--- src/rtl/tl_egress_arbiter_if.sv ---
// Egress-side bundle for tl_egress_arbiter: upstream FIFO heads and pops,
// the downstream egress word stream, and the pop-counter read port.
interface tl_egress_arbiter_if #(
    parameter int DATA_WIDTH = 12,
    parameter int CNT_WIDTH  = 5
);
    logic                  emptyP0, emptyP1, emptyP2, emptyP3;
    logic [DATA_WIDTH-1:0] dataInP0, dataInP1, dataInP2, dataInP3;
    logic                  popP0, popP1, popP2, popP3;
    logic                  almostFullOut;
    logic [DATA_WIDTH-1:0] dataOut;
    logic                  validOut;
    logic                  req;
    logic [2:0]            idx;
    logic                  counterValid;
    logic [CNT_WIDTH-1:0]  counterOut;

    modport master (
        input  emptyP0, emptyP1, emptyP2, emptyP3,
        input  dataInP0, dataInP1, dataInP2, dataInP3,
        input  almostFullOut, req, idx,
        output popP0, popP1, popP2, popP3,
        output dataOut, validOut, counterValid, counterOut
    );

    modport slave (
        output emptyP0, emptyP1, emptyP2, emptyP3,
        output dataInP0, dataInP1, dataInP2, dataInP3,
        output almostFullOut, req, idx,
        input  popP0, popP1, popP2, popP3,
        input  dataOut, validOut, counterValid, counterOut
    );
endinterface

--- src/rtl/tl_egress_arbiter.sv ---
// Drains four per-class FIFOs into one egress stream using weighted round-robin
// with a burst limit; define EGRESS_STRICT_PRIO_EN for fixed priority P0>P1>P2>P3.
module tl_egress_arbiter #(
    parameter int DATA_WIDTH = 12,
    parameter int CNT_WIDTH  = 5
) (
    input  logic                 clk,
    input  logic                 reset,
    input  logic                 init,
    input  logic [2:0]           burstMax,
    output logic                 idle,
    tl_egress_arbiter_if.master  bus
);

    typedef enum logic [1:0] {
        ST_INIT,
        ST_IDLE,
        ST_ACTIVE
    } state_e;

    state_e                state_q, state_d;
    logic [1:0]            rr_ptr_q, rr_ptr_d;
    logic [2:0]            burst_cnt_q, burst_cnt_d;
    logic [2:0]            burst_lim_q, burst_lim_d;
    logic [CNT_WIDTH-1:0]  port_cnt_q [4];
    logic [CNT_WIDTH-1:0]  port_cnt_d [4];
    logic [CNT_WIDTH-1:0]  total_cnt_q, total_cnt_d;
    logic [DATA_WIDTH-1:0] data_out_q, data_out_d;
    logic                  valid_out_q, valid_out_d;
    logic                  idle_q, idle_d;
    logic                  counter_valid_q, counter_valid_d;
    logic [CNT_WIDTH-1:0]  counter_out_q, counter_out_d;

    logic [3:0]            empty_vec;
    logic [DATA_WIDTH-1:0] data_in [4];
    logic [1:0]            cand;
    logic [1:0]            sel_idx;
    logic                  sel_valid;
    logic                  pop;
    logic [2:0]            cnt_base, cnt_next;

    assign empty_vec  = {bus.emptyP3, bus.emptyP2, bus.emptyP1, bus.emptyP0};
    assign data_in[0] = bus.dataInP0;
    assign data_in[1] = bus.dataInP1;
    assign data_in[2] = bus.dataInP2;
    assign data_in[3] = bus.dataInP3;

    // Scan downward so the last hit is the lowest offset, i.e. the first non-empty port.
    always_comb begin
        sel_valid = 1'b0;
        sel_idx   = rr_ptr_q;
        cand      = 2'd0;
        for (int i = 3; i >= 0; i--) begin
`ifdef EGRESS_STRICT_PRIO_EN
            cand = 2'(i);
`else
            cand = rr_ptr_q + 2'(i);
`endif
            if (!empty_vec[cand]) begin
                sel_valid = 1'b1;
                sel_idx   = cand;
            end
        end
    end

    assign pop       = (state_q == ST_ACTIVE) && !bus.almostFullOut && sel_valid;
    assign bus.popP0 = pop && (sel_idx == 2'd0);
    assign bus.popP1 = pop && (sel_idx == 2'd1);
    assign bus.popP2 = pop && (sel_idx == 2'd2);
    assign bus.popP3 = pop && (sel_idx == 2'd3);

    always_comb begin
        state_d         = state_q;
        rr_ptr_d        = rr_ptr_q;
        burst_cnt_d     = burst_cnt_q;
        burst_lim_d     = burst_lim_q;
        port_cnt_d      = port_cnt_q;
        total_cnt_d     = total_cnt_q;
        data_out_d      = data_out_q;
        valid_out_d     = pop;
        idle_d          = (state_q == ST_IDLE);
        counter_valid_d = bus.req;
        counter_out_d   = counter_out_q;

        // A burst only continues if we are still serving the port rrPtr points at.
        cnt_base = (sel_idx == rr_ptr_q) ? burst_cnt_q : 3'd0;
        cnt_next = cnt_base + 3'd1;

        if (init) begin
            burst_lim_d = (burstMax == 3'd0) ? 3'd1 : burstMax;
        end

        case (state_q)
            ST_INIT:   if (init)          state_d = ST_IDLE;
            ST_IDLE:   if (!(&empty_vec)) state_d = ST_ACTIVE;
            ST_ACTIVE: if (&empty_vec)    state_d = ST_IDLE;
            default:                      state_d = ST_INIT;
        endcase

        if (pop) begin
            data_out_d  = data_in[sel_idx];
            total_cnt_d = total_cnt_q + CNT_WIDTH'(1);
            for (int p = 0; p < 4; p++) begin
                if (sel_idx == 2'(p)) begin
                    port_cnt_d[p] = port_cnt_q[p] + CNT_WIDTH'(1);
                end
            end
            if (cnt_next >= burst_lim_q) begin
                rr_ptr_d    = sel_idx + 2'd1;
                burst_cnt_d = 3'd0;
            end else begin
                rr_ptr_d    = sel_idx;
                burst_cnt_d = cnt_next;
            end
        end else if (empty_vec[rr_ptr_q]) begin
            burst_cnt_d = 3'd0;
        end

        if (bus.req) begin
            if (!bus.idx[2]) begin
                counter_out_d = port_cnt_q[bus.idx[1:0]];
            end else if (bus.idx == 3'd4) begin
                counter_out_d = total_cnt_q;
            end else begin
                counter_out_d = '0;
            end
        end
    end

    always_ff @(posedge clk) begin
        if (reset) begin
            state_q         <= ST_INIT;
            rr_ptr_q        <= 2'd0;
            burst_cnt_q     <= 3'd0;
            burst_lim_q     <= 3'd1;
            port_cnt_q      <= '{default: '0};
            total_cnt_q     <= '0;
            data_out_q      <= '0;
            valid_out_q     <= 1'b0;
            idle_q          <= 1'b0;
            counter_valid_q <= 1'b0;
            counter_out_q   <= '0;
        end else begin
            state_q         <= state_d;
            rr_ptr_q        <= rr_ptr_d;
            burst_cnt_q     <= burst_cnt_d;
            burst_lim_q     <= burst_lim_d;
            port_cnt_q      <= port_cnt_d;
            total_cnt_q     <= total_cnt_d;
            data_out_q      <= data_out_d;
            valid_out_q     <= valid_out_d;
            idle_q          <= idle_d;
            counter_valid_q <= counter_valid_d;
            counter_out_q   <= counter_out_d;
        end
    end

    assign bus.dataOut      = data_out_q;
    assign bus.validOut     = valid_out_q;
    assign bus.counterValid = counter_valid_q;
    assign bus.counterOut   = counter_out_q;
    assign idle             = idle_q;

endmodule

--- src/flat_wrapper.sv ---
// flat-port wrapper written by rule: the top's interface ports become plain ports
module tl_egress_arbiter_flat 
#(
    parameter int DATA_WIDTH = 12,
    parameter int CNT_WIDTH  = 5
)
  (clk, reset, init, burstMax, idle, bus_emptyP0, bus_emptyP1, bus_emptyP2, bus_emptyP3, bus_dataInP0, bus_dataInP1, bus_dataInP2, bus_dataInP3, bus_almostFullOut, bus_req, bus_idx, bus_popP0, bus_popP1, bus_popP2, bus_popP3, bus_dataOut, bus_validOut, bus_counterValid, bus_counterOut);
  tl_egress_arbiter_if #(.DATA_WIDTH(DATA_WIDTH), .CNT_WIDTH(CNT_WIDTH)) bus_i ();
  input  logic clk;
  input  logic reset;
  input  logic init;
  input  logic [2:0] burstMax;
  output logic idle;
  input wire logic [$bits(bus_i.emptyP0)-1:0] bus_emptyP0;
  input wire logic [$bits(bus_i.emptyP1)-1:0] bus_emptyP1;
  input wire logic [$bits(bus_i.emptyP2)-1:0] bus_emptyP2;
  input wire logic [$bits(bus_i.emptyP3)-1:0] bus_emptyP3;
  input wire logic [$bits(bus_i.dataInP0)-1:0] bus_dataInP0;
  input wire logic [$bits(bus_i.dataInP1)-1:0] bus_dataInP1;
  input wire logic [$bits(bus_i.dataInP2)-1:0] bus_dataInP2;
  input wire logic [$bits(bus_i.dataInP3)-1:0] bus_dataInP3;
  input wire logic [$bits(bus_i.almostFullOut)-1:0] bus_almostFullOut;
  input wire logic [$bits(bus_i.req)-1:0] bus_req;
  input wire logic [$bits(bus_i.idx)-1:0] bus_idx;
  output wire logic [$bits(bus_i.popP0)-1:0] bus_popP0;
  output wire logic [$bits(bus_i.popP1)-1:0] bus_popP1;
  output wire logic [$bits(bus_i.popP2)-1:0] bus_popP2;
  output wire logic [$bits(bus_i.popP3)-1:0] bus_popP3;
  output wire logic [$bits(bus_i.dataOut)-1:0] bus_dataOut;
  output wire logic [$bits(bus_i.validOut)-1:0] bus_validOut;
  output wire logic [$bits(bus_i.counterValid)-1:0] bus_counterValid;
  output wire logic [$bits(bus_i.counterOut)-1:0] bus_counterOut;
  assign bus_i.emptyP0 = bus_emptyP0;
  assign bus_i.emptyP1 = bus_emptyP1;
  assign bus_i.emptyP2 = bus_emptyP2;
  assign bus_i.emptyP3 = bus_emptyP3;
  assign bus_i.dataInP0 = bus_dataInP0;
  assign bus_i.dataInP1 = bus_dataInP1;
  assign bus_i.dataInP2 = bus_dataInP2;
  assign bus_i.dataInP3 = bus_dataInP3;
  assign bus_i.almostFullOut = bus_almostFullOut;
  assign bus_i.req = bus_req;
  assign bus_i.idx = bus_idx;
  assign bus_popP0 = bus_i.popP0;
  assign bus_popP1 = bus_i.popP1;
  assign bus_popP2 = bus_i.popP2;
  assign bus_popP3 = bus_i.popP3;
  assign bus_dataOut = bus_i.dataOut;
  assign bus_validOut = bus_i.validOut;
  assign bus_counterValid = bus_i.counterValid;
  assign bus_counterOut = bus_i.counterOut;
  tl_egress_arbiter #(.DATA_WIDTH(DATA_WIDTH), .CNT_WIDTH(CNT_WIDTH)) u_core (.clk(clk), .reset(reset), .init(init), .burstMax(burstMax), .idle(idle), .bus(bus_i));
endmodule
--- config.mk ---
export PLATFORM = sky130hd
export DESIGN_NAME = tl_egress_arbiter_flat
export DESIGN_NICKNAME = d
export VERILOG_FILES = /design/src/rtl/tl_egress_arbiter_if.sv /design/src/rtl/tl_egress_arbiter.sv /design/src/flat_wrapper.sv
export SDC_FILE = /design/constraint.sdc
export NUM_CORES = 1
export LEC_CHECK = 0
export BUFFER_PORTS_ARGS = -buffer_cell sky130_fd_sc_hd__buf_2
export CAP_MARGIN = 20
export CORE_MARGIN = 4
export CORE_UTILIZATION = 39
export CTS_CLUSTER_DIAMETER = 30
export DETAILED_ROUTE_END_ITERATION = 10
export GPL_TIMING_DRIVEN = 0
export SLEW_MARGIN = 20
export SYNTH_ARGS = -nofsm -noshare
export SYNTH_HDL_FRONTEND = slang
export SYNTH_SLANG_ARGS = --single-unit
export TNS_END_PERCENT = 50
--- constraint.sdc ---
create_clock -name clk -period 4.8 [get_ports clk]
set_input_delay 0.72 -clock clk [delete_from_list [all_inputs] [get_ports clk]]
set_output_delay 0.72 -clock clk [all_outputs]
set_load 0.005 [all_outputs]
* Word-level counts from Yosys, hierarchy flattened
Index checks and enable logic that the tools add are counted.
Storage, ports and cells: register bits 55, output and inout port bits 24, input bits 63
Cells by class: equal/unequal tests 10, order comparisons 7, reduce and logical (&&, ||, !) cells 17, add/subtract/negate cells 10, muxes and demuxes 34, bitwise gates (word level) 2
Operator list (number):
- 5-bit by 1-bit adder with 5-bit output (second input constant) | 5
- 12-bit binary-select mux with 2-bit select | 1
- 12-bit two-way mux | 2
- 5-bit two-way mux | 4
- 2-bit two-way mux | 8
- 3-bit two-way mux | 5
- 2-bit by 3-bit < comparator with 1-bit output (second input constant) | 4
- 5-bit binary-select mux with 2-bit select | 1
- 1-bit binary-select mux with 2-bit select | 4
- 1-bit two-way mux | 8
- 2-bit AND reduction | 4
- 2-bit == test (second input constant) | 3
- 3-bit greater-or-equal comparator (second input constant) | 2
- 1-bit logical AND | 6
- 2-bit inequality test (second input constant) | 3
- 2-bit inverter with 3-bit output | 2
- 2-bit case mux with 3 select lines | 1
- 2-bit by 1-bit adder with 2-bit output (second input constant) | 2
- 2-bit adder (second input constant) | 2
- 2-bit by 1-bit == test with 1-bit output (second input constant) | 2
- 2-bit zero test | 2
- 4-bit AND reduction | 1
- 3-bit by 1-bit adder with 3-bit output (second input constant) | 1
- 3-bit == test (second input constant) | 1
- other kinds (6) | 6

* Longest topological paths before layout
Gate-level depths: netlist of the first run.
word-level depth 13, mapped depth 13

* Worst setup path after synthesis of the first run
No wires, ideal clock.
kind input -> register, start in bus_emptyP1, end reg u_core.burst_cnt_q[2], setup slack 1.566 ns, library setup time 0.062 ns, arrival 3.172 ns, stages on the path 12, path through buf_4 nand3_1 nand2_1 mux4_2 and2_1 ha_1 ha_1 a21o_1 a21o_1 nor2_4 or4b_1 nand3_1
Between the ends: word-level cells in the longest chain between the ends 12, elaborated cells between the ends (all ways) 24, classes of those cells 1 x add/sub; 1 x order compare; 1 x eq/ne; 19 x mux; 2 x reduce/logical
RTL lines:
- start, declared | RTL line flat_wrapper.sv:15 | input wire logic [$bits(bus_i.emptyP1)-1:0] bus_emptyP1;
- 1-bit binary-select mux with 2-bit select | RTL line tl_egress_arbiter.sv:59 | if (!empty_vec[cand]) begin
- 1-bit two-way mux (not written as such) | RTL line tl_egress_arbiter.sv:59
- 2-bit two-way mux (4 in a row) | RTL line tl_egress_arbiter.sv:59
- 2-bit == test | RTL line tl_egress_arbiter.sv:86 | cnt_base = (sel_idx == rr_ptr_q) ? burst_cnt_q : 3'd0;
- 3-bit two-way mux | RTL line tl_egress_arbiter.sv:86
- 3-bit by 1-bit adder with 3-bit output | RTL line tl_egress_arbiter.sv:87 | cnt_next = cnt_base + 3'd1;
- 3-bit greater-or-equal comparator | RTL line tl_egress_arbiter.sv:108 | if (cnt_next >= burst_lim_q) begin
- 3-bit two-way mux | RTL line tl_egress_arbiter.sv:108
- 3-bit two-way mux | RTL line tl_egress_arbiter.sv:100 | if (pop) begin
- end signal, assigned | RTL line tl_egress_arbiter.sv:146 | burst_cnt_q <= burst_cnt_d;
- end, declared | RTL line tl_egress_arbiter.sv:23 | logic [2:0] burst_cnt_q, burst_cnt_d;
Parallel ways exist; a longest one is shown, timed or not. The select of a mux whose other input is x is not followed. A chain may end at the register's enable or synchronous reset.

* Final worst setup path of the first run
start in bus_emptyP3, end reg u_core.burst_cnt_q[2]
Between the ends: word-level cells in the longest chain between the ends 12, elaborated cells between the ends (all ways) 24, classes of those cells 1 x add/sub; 1 x order compare; 1 x eq/ne; 19 x mux; 2 x reduce/logical
RTL lines:
- start, declared | RTL line flat_wrapper.sv:17 | input wire logic [$bits(bus_i.emptyP3)-1:0] bus_emptyP3;
- 1-bit binary-select mux with 2-bit select | RTL line tl_egress_arbiter.sv:59
- 1-bit two-way mux (not written as such) | RTL line tl_egress_arbiter.sv:59
- 2-bit two-way mux (4 in a row) | RTL line tl_egress_arbiter.sv:59
- 2-bit == test | RTL line tl_egress_arbiter.sv:86
- 3-bit two-way mux | RTL line tl_egress_arbiter.sv:86
- 3-bit by 1-bit adder with 3-bit output | RTL line tl_egress_arbiter.sv:87
- 3-bit greater-or-equal comparator | RTL line tl_egress_arbiter.sv:108
- 3-bit two-way mux | RTL line tl_egress_arbiter.sv:108
- 3-bit two-way mux | RTL line tl_egress_arbiter.sv:100
Parallel ways exist; a longest one is shown, timed or not. The select of a mux whose other input is x is not followed.

==> out/results.ini, run 1 <==
[pwr]
clockPowerShare_pct=37.1
p_seq_share_pct=47.5
ir_drop_mv=0.202
p_sw_share_pct=24.4
power.internal_uw=758
p_switching_uw=245
p_leak_uw=0.00173
power_frac_comb_pct=15.4
power_density_nw_per_um2=269

[clock_tree]
postCtsSetupBuffers=0
ctsHoldBuffers=0
clock_latency_ns=0.31
cts_sinks=55
numCtsBuffers=5
htreeDepth=2
cts.repair.resized=0
cts_tree=yes
ctsRootBufferMaster=clkbuf_8
clkTransAtPathRegs_ns=0.11
clk_path_buf_depth=2

[synthesis]
ys_async_sr_fraction_pct=0
syn_avg_cell_area_sq_um=9.63
synth_nets=392
ys.flop_type=dfxtp_1
syn_inst=316
synth_warnings=0
synth.distinct_cells=46
ys_seq_area_share_pct=36.2
syn_area_sq_um=3040
ys_seq_elements=55
synth_edf_count=0

[sta]
max_freq_ghz=0.312
tightest_slew_ns=0.494
tns_ns=0
hold_viol=0
worst_slack_ns=1.59
rsz0062_at_grt=no
slew_viol_final=0
slew-limit-headroom_pct=67.0
finalSetupViolCount=0
fin_crit_sh_pct=66.8
whs_ns=0.492
layout_min_cycle_time_ns=3.21
clock_skew_ns=0.0158

[die]
rows=31
dieWidth_um=96.4
coreArea_sq_um=7410
initial_utilization_pct=41.1
pin_count=87
die_y_um=96.4
fp.dieArea_sq_um=9280

[drt]
drcViolationCount=0
drt_iter0_markers=88
first_pass_iters=4
via_per_inst=5.12
vias=2589
antenna_left=0
routed_wl_mm=7.13
wire_per_inst_um=14.1

[critical_path]
path_cells=buf_2 -> buf_4 -> nand3_1 -> nand2_1 -> mux4_2 -> and2_1 -> ha_1 -> ha_1 -> a21o_1 -> a21o_1 -> nor2_4 -> or4b_1 -> nand3_1
crit_arrival_ns=3.45
cp_slowest_stage_delay_ns=0.49
crit_family=simple AND/OR/NAND/NOR gates
crit_type=in -> reg
start_kind=input pin
cp-end-kind=register
worst-path-max-fanout=10
cp.buffers_inverters=2
crit_slowest_cell=mux4_2
worstPathRequired_ns=5.05

[global_routing]
grt_remaining_overflow=0
antenna_found_initial=0
grt_pass1_wl_mm=12.0
first_global_vias=2603
track_usage_pct=16.5
grt_max_degree=19

[placed_design]
dp_hpwl_mm=5.57
place_ws_ns=1.27
port_buffers=83
numPlacedInstances=498
routabilityCongestion=0.733

[finish]
syn2layout_area_growth_pct=22.3
fin_util_pct=50.3
instances_no_fill=506
antenna_cells=0
final_nets=482
layout-drive-gt1-share_pct=30.5

[run_status]
status=finished, final reports clean

[flow_run]
maxCapViolCount=0

[hold_path]
hold_path.class=reg -> reg

-- cell type report --
cell class / instances / area [sq um]
timing repair buffer: 83 / 415
buffer: 25 / 168
sequential: 55 / 1100
inverter: 6 / 22.5
tap: 99 / 124
clock buffer: 5 / 68.8
multi-input combinational: 230 / 1750
fill: 698 / 3680
clock inverter: 3 / 71.3
-- metal layers --
metal  track usage [%]  vias up  share of wire, %
met5                 0        -                 0
met4              3.50        0              0.80
met3              4.38        4               7.4
met2              27.9       87                46
met1              21.1     1195                46
li1                  -     1303                 -
-- synth_stat cells, types with 3 or more instances --
master    number  area [sq um]
nand3b_1      15           113
buf_2          9          45.0
a311oi_1       6          52.6
and3_1         4          25.0
inv_1          4          15.0
a21oi_1        4          20.0
mux2i_1       31           310
nor2_1        43           161
mux4_2         7           158
xnor2_1        8          70.1
clkbuf_1       8          30.0
xor2_1        15           131
buf_6          3          33.8
nand2_1       17          63.8
nand2b_1       7          43.8
o221ai_1      12           105
ha_1          13           163
dfxtp_1       55          1100
nand4_1       10          62.6
nand3_1       12          60.1
-- cell families after synthesis --
kind of cell | Yosys count | synth area share [%]
and+or+nand+nor | 125 | 22.2
DFF | 55 | 36.2
muxes | 38 | 15.4
AOI/OAI and AO/OA | 31 | 8.06
buffers and inverters | 31 | 6.25
xor gates and xnor gates | 23 | 6.62
adders and majority gates | 13 | 5.34
-- final timing paths --
kind / from / endpoint / slack [ns] / cells after the start
min reg2reg: u_core.bus.counterOut[4]$_SDFFE_PP0P_ / u_core.bus.counterOut[4]$_SDFFE_PP0P_ / 0.49 / 2
min: u_core.bus.counterOut[4]$_SDFFE_PP0P_ / u_core.bus.counterOut[4]$_SDFFE_PP0P_ / 0.49 / 2
max: bus_emptyP3 / u_core.burst_cnt_q[2]$_SDFFE_PP0P_ / 1.59 / 13
max reg2reg: u_core.rr_ptr_q[1]$_SDFFE_PP0P_ / u_core.burst_cnt_q[2]$_SDFFE_PP0P_ / 1.83 / 10
-- sequential cells by signal, summed over array words and instances (netlist names) --
signal / count
u_core.burst_cnt_q: 3
u_core.burst_lim_q: 3
u_core.bus.counterOut: 5
u_core.bus.counterValid: 1
u_core.bus.dataOut: 12
u_core.bus.validOut: 1
u_core.idle: 1
u_core.port_cnt_q: 20
u_core.rr_ptr_q: 2
u_core.state_q: 2
u_core.total_cnt_q: 5
-- power by group through the flow --
| stage | combinational (uW) | clock, uW | sequential, uW |
|---|---|---|---|
| 2_1_floorplan | 100 | 0 | 487 |
| 3_3_place_gp | 154 | 0 | 487 |
| 3_5_place_dp | 156 | 0 | 487 |
| 4_1_cts | 157 | 383 | 477 |
| 5_1_grt | 172 | 397 | 478 |
| 6_report | 155 | 372 | 476 |
-- cell usage in the layout, fill, tap and decap left out, drive strengths merged, types with 4 or more instances in the layout --
cell	netlist	final
nand4	11	11
clkbuf	8	13
inv	6	7
and3	4	4
o221ai	12	12
nand2	19	19
ha	13	13
buf	17	100
dfxtp	55	55
a21oi	5	5
nand2b	7	7
nand3	12	12
xnor2	8	8
xor2	15	15
nor2	45	45
nand3b	15	15
mux2i	31	31
mux4	7	7
a311oi	6	6
-- metrics by stage --
| step | cell area [sq um] | total power, uW |
|---|---|---|
| after floorplan | 3040 | 587 |
| after global placement | 3580 | 641 |
| after detailed placement | 3580 | 643 |
| after CTS | 3720 | 1020 |
| after global routing | 3720 | 1050 |
| final | 3720 | 1000 |
-- worst reg2reg max path, stage by stage, from the launching register on --
cell	delay [ns]
dfxtp_1	0.31
buf_2	0.20
mux4_2	0.57
and2_1	0.18
ha_1	0.31
ha_1	0.28
a21o_1	0.15
a21o_1	0.25
nor2_4	0.14
or4b_1	0.44
nand3_1	0.09
No activity file was read; power rests on OpenSTA's default activity.
==> run 2: changes to the inputs <==
==> constraint.sdc (replaced) <==
create_clock -name clk -period 3 [get_ports clk]
set_input_delay 0.45 -clock clk [delete_from_list [all_inputs] [get_ports clk]]
set_output_delay 0.45 -clock clk [all_outputs]
set_load 0.005 [all_outputs]
==> out/results.ini, run 2 (same netlist as run 1, synthesis figures left out) <==
[sta]
hold_viol=0  ; unchanged
tightest_slew_ns=0.500  ; +0.00510 ns
clock_skew_ns=0.0190  ; +0.00314 ns
slew_viol_final=0  ; unchanged
fin_crit_sh_pct=96.4
whs_ns=0.334  ; -0.159 ns
max_freq_ghz=0.346
worst_slack_ns=0.108  ; -1.49 ns
finalSetupViolCount=0  ; unchanged
slew-limit-headroom_pct=66.7  ; -0.34 points
layout_min_cycle_time_ns=2.89

[placed_design]
numPlacedInstances=498  ; unchanged
routabilityCongestion=0.733  ; unchanged
port_buffers=83  ; unchanged
place_ws_ns=-0.262  ; -1.53 ns
dp_hpwl_mm=5.57  ; unchanged
placed_area_sq_um=3580  ; unchanged

[global_routing]
met3_usage_pct=4.38  ; unchanged
grt_max_degree=19  ; unchanged
grt_remaining_overflow=0  ; unchanged
first_global_vias=2603  ; unchanged
grt_pass1_wl_mm=12.0  ; unchanged
track_usage_pct=16.5  ; unchanged
busiest_layer=met2
use_met2_pct=27.9  ; unchanged
met1_usage_pct=21.1  ; unchanged
antenna_found_initial=0  ; unchanged

[die]
die_y_um=96.4  ; unchanged
rows=31  ; unchanged
initial_utilization_pct=41.1  ; unchanged
pin_count=87  ; unchanged
fp.dieArea_sq_um=9280  ; unchanged
coreArea_sq_um=7410  ; unchanged
dieWidth_um=96.4  ; unchanged

[finish]
antenna_cells=0  ; unchanged
layout_commonest_cell=buf_2
final_nets=483  ; +0.21%
instances_no_fill=507  ; +0.20%
layout-drive-gt1-share_pct=30.9  ; +0.42 points
syn2layout_area_growth_pct=22.9
final_cell_mix=buf_2 (91), dfxtp_1 (55), nor2_1 (43), mux2i_1 (31), nand2_1 (17)
regMostFlops=u_core.port_cnt_q
largest_register_ffs=20  ; unchanged
fin_area_sq_um=3740  ; +0.47%

[clock_tree]
numCtsBuffers=5  ; unchanged
ctsHoldBuffers=0  ; unchanged
cts_sinks=55  ; unchanged
clkTransAtPathRegs_ns=0.10  ; about the same
clk_path_buf_depth=2  ; unchanged
htreeDepth=2  ; unchanged
cts_tree=yes
clock_latency_ns=0.31  ; about the same
ctsRootBufferMaster=clkbuf_8

[drt]
routed_wl_mm=7.13  ; about the same
first_pass_iters=5  ; +1
drcViolationCount=0  ; unchanged
vias=2609  ; +0.77%
antenna_left=0  ; unchanged
drt_iter0_markers=104  ; +18%
wire_per_inst_um=14.1  ; -0.14%
via_per_inst=5.15  ; +0.57%

[run_status]
status=finished, final reports clean

[critical_path]
worstPathRequired_ns=3.25  ; -1.80 ns
start_kind=input pin
crit_family=simple AND/OR/NAND/NOR gates
rr_startpoint=u_core.rr_ptr_q[1]$_SDFFE_PP0P_
path_cells=buf_2 -> buf_4 -> nand3_1 -> nand2_1 -> mux4_2 -> and2_1 -> ha_1 -> ha_1 -> a21o_1 -> a21o_4 -> nor2_4 -> or4b_1 -> nand3_1
r2r_end=u_core.burst_cnt_q[2]$_SDFFE_PP0P_
cp_slowest_stage_delay_ns=0.47  ; -0.02 ns
r2r_slack_ns=0.12  ; -1.71 ns
reg2reg_depth=10  ; unchanged
crit_slowest_cell=mux4_2
cp-end-kind=register
crit_arrival_ns=3.14  ; -0.31 ns
crit_type=in -> reg
worst-path-max-fanout=10  ; unchanged
cp.buffers_inverters=2  ; unchanged

[pwr]
power_uw=1610  ; +61%
p_leak_uw=0.00173  ; +0.27%
ir_drop_mv=0.321  ; +59%
power_density_nw_per_um2=430  ; +60%

[hold_path]
hold_start=reset
hold_path.class=in -> reg
whs_endpoint=u_core.bus.validOut$_SDFF_PP0_
min_path_cells=2  ; unchanged

[flow_run]
maxCapViolCount=0  ; unchanged

run 2: through the flow:
| stage | utilization [%] | setup TNS, ns |
|---|---|---|
| 4_1_cts | 50.3 | 0 |
| 3_3_place_gp | 48.4 | -0.288 |
| 6_report | 50.5 | 0 |
| 5_1_grt | 50.5 | -0.0136 |
| 2_1_floorplan | - | 0 |
| 3_5_place_dp | 48.4 | -0.343 |
run 2: worst register-to-register path, cell delays in order, from the launching register on:
cell     delay [ns]
dfxtp_1        0.32
buf_4          0.16
mux4_2         0.54
and2_1         0.18
ha_1           0.31
ha_1           0.28
a21o_1         0.17
a21o_4         0.24
nor2_4         0.11
or4b_1         0.44
nand3_1        0.09
run 2: repair_timing:
item | CTS | global route
resized for setup | 0 | 3
endpoints found under the setup margin | 0 | 1
setup buffers | 0 | 1
endpoints found under the hold margin | 0 | 0
run 2: cell type report:
| type | instances | area (sq um) |
|---|---|---|
| Clock buffer | 5 | 68.8 |
| Multi-Input combinational cell | 230 | 1760 |
| Sequential cell | 55 | 1100 |
| Tap cell | 99 | 124 |
| Buffer | 25 | 170 |
| Clock inverter | 3 | 71.3 |
| Timing Repair Buffer | 84 | 423 |
| Fill cell | 697 | 3670 |
| Inverter | 6 | 22.5 |
run 2: power breakdown:
part	switching, uW	internal (uW)
registers	13.1	749
logic	124	128
clock network	257	339
run 2: worst max-delay path by stage:
stage,from,end,cells after the start
2_1_floorplan,bus_emptyP1,u_core.burst_cnt_q[2]$_SDFFE_PP0P_,12
3_3_place_gp,bus_emptyP3,u_core.burst_cnt_q[2]$_SDFFE_PP0P_,13
3_5_place_dp,bus_emptyP3,u_core.burst_cnt_q[2]$_SDFFE_PP0P_,13
4_1_cts,u_core.rr_ptr_q[1]$_SDFFE_PP0P_,u_core.burst_cnt_q[2]$_SDFFE_PP0P_,10
5_1_grt,bus_emptyP3,u_core.burst_cnt_q[2]$_SDFFE_PP0P_,13
6_report,bus_emptyP3,u_core.burst_cnt_q[2]$_SDFFE_PP0P_,13
run 2: per-layer routing:
metal | vias to the layer above | routed length (um)
met3 | 4 | 543
met4 | 0 | 57
li1 | 1303 | -
met5 | - | 0
met2 | 90 | 3280
met1 | 1212 | 3250
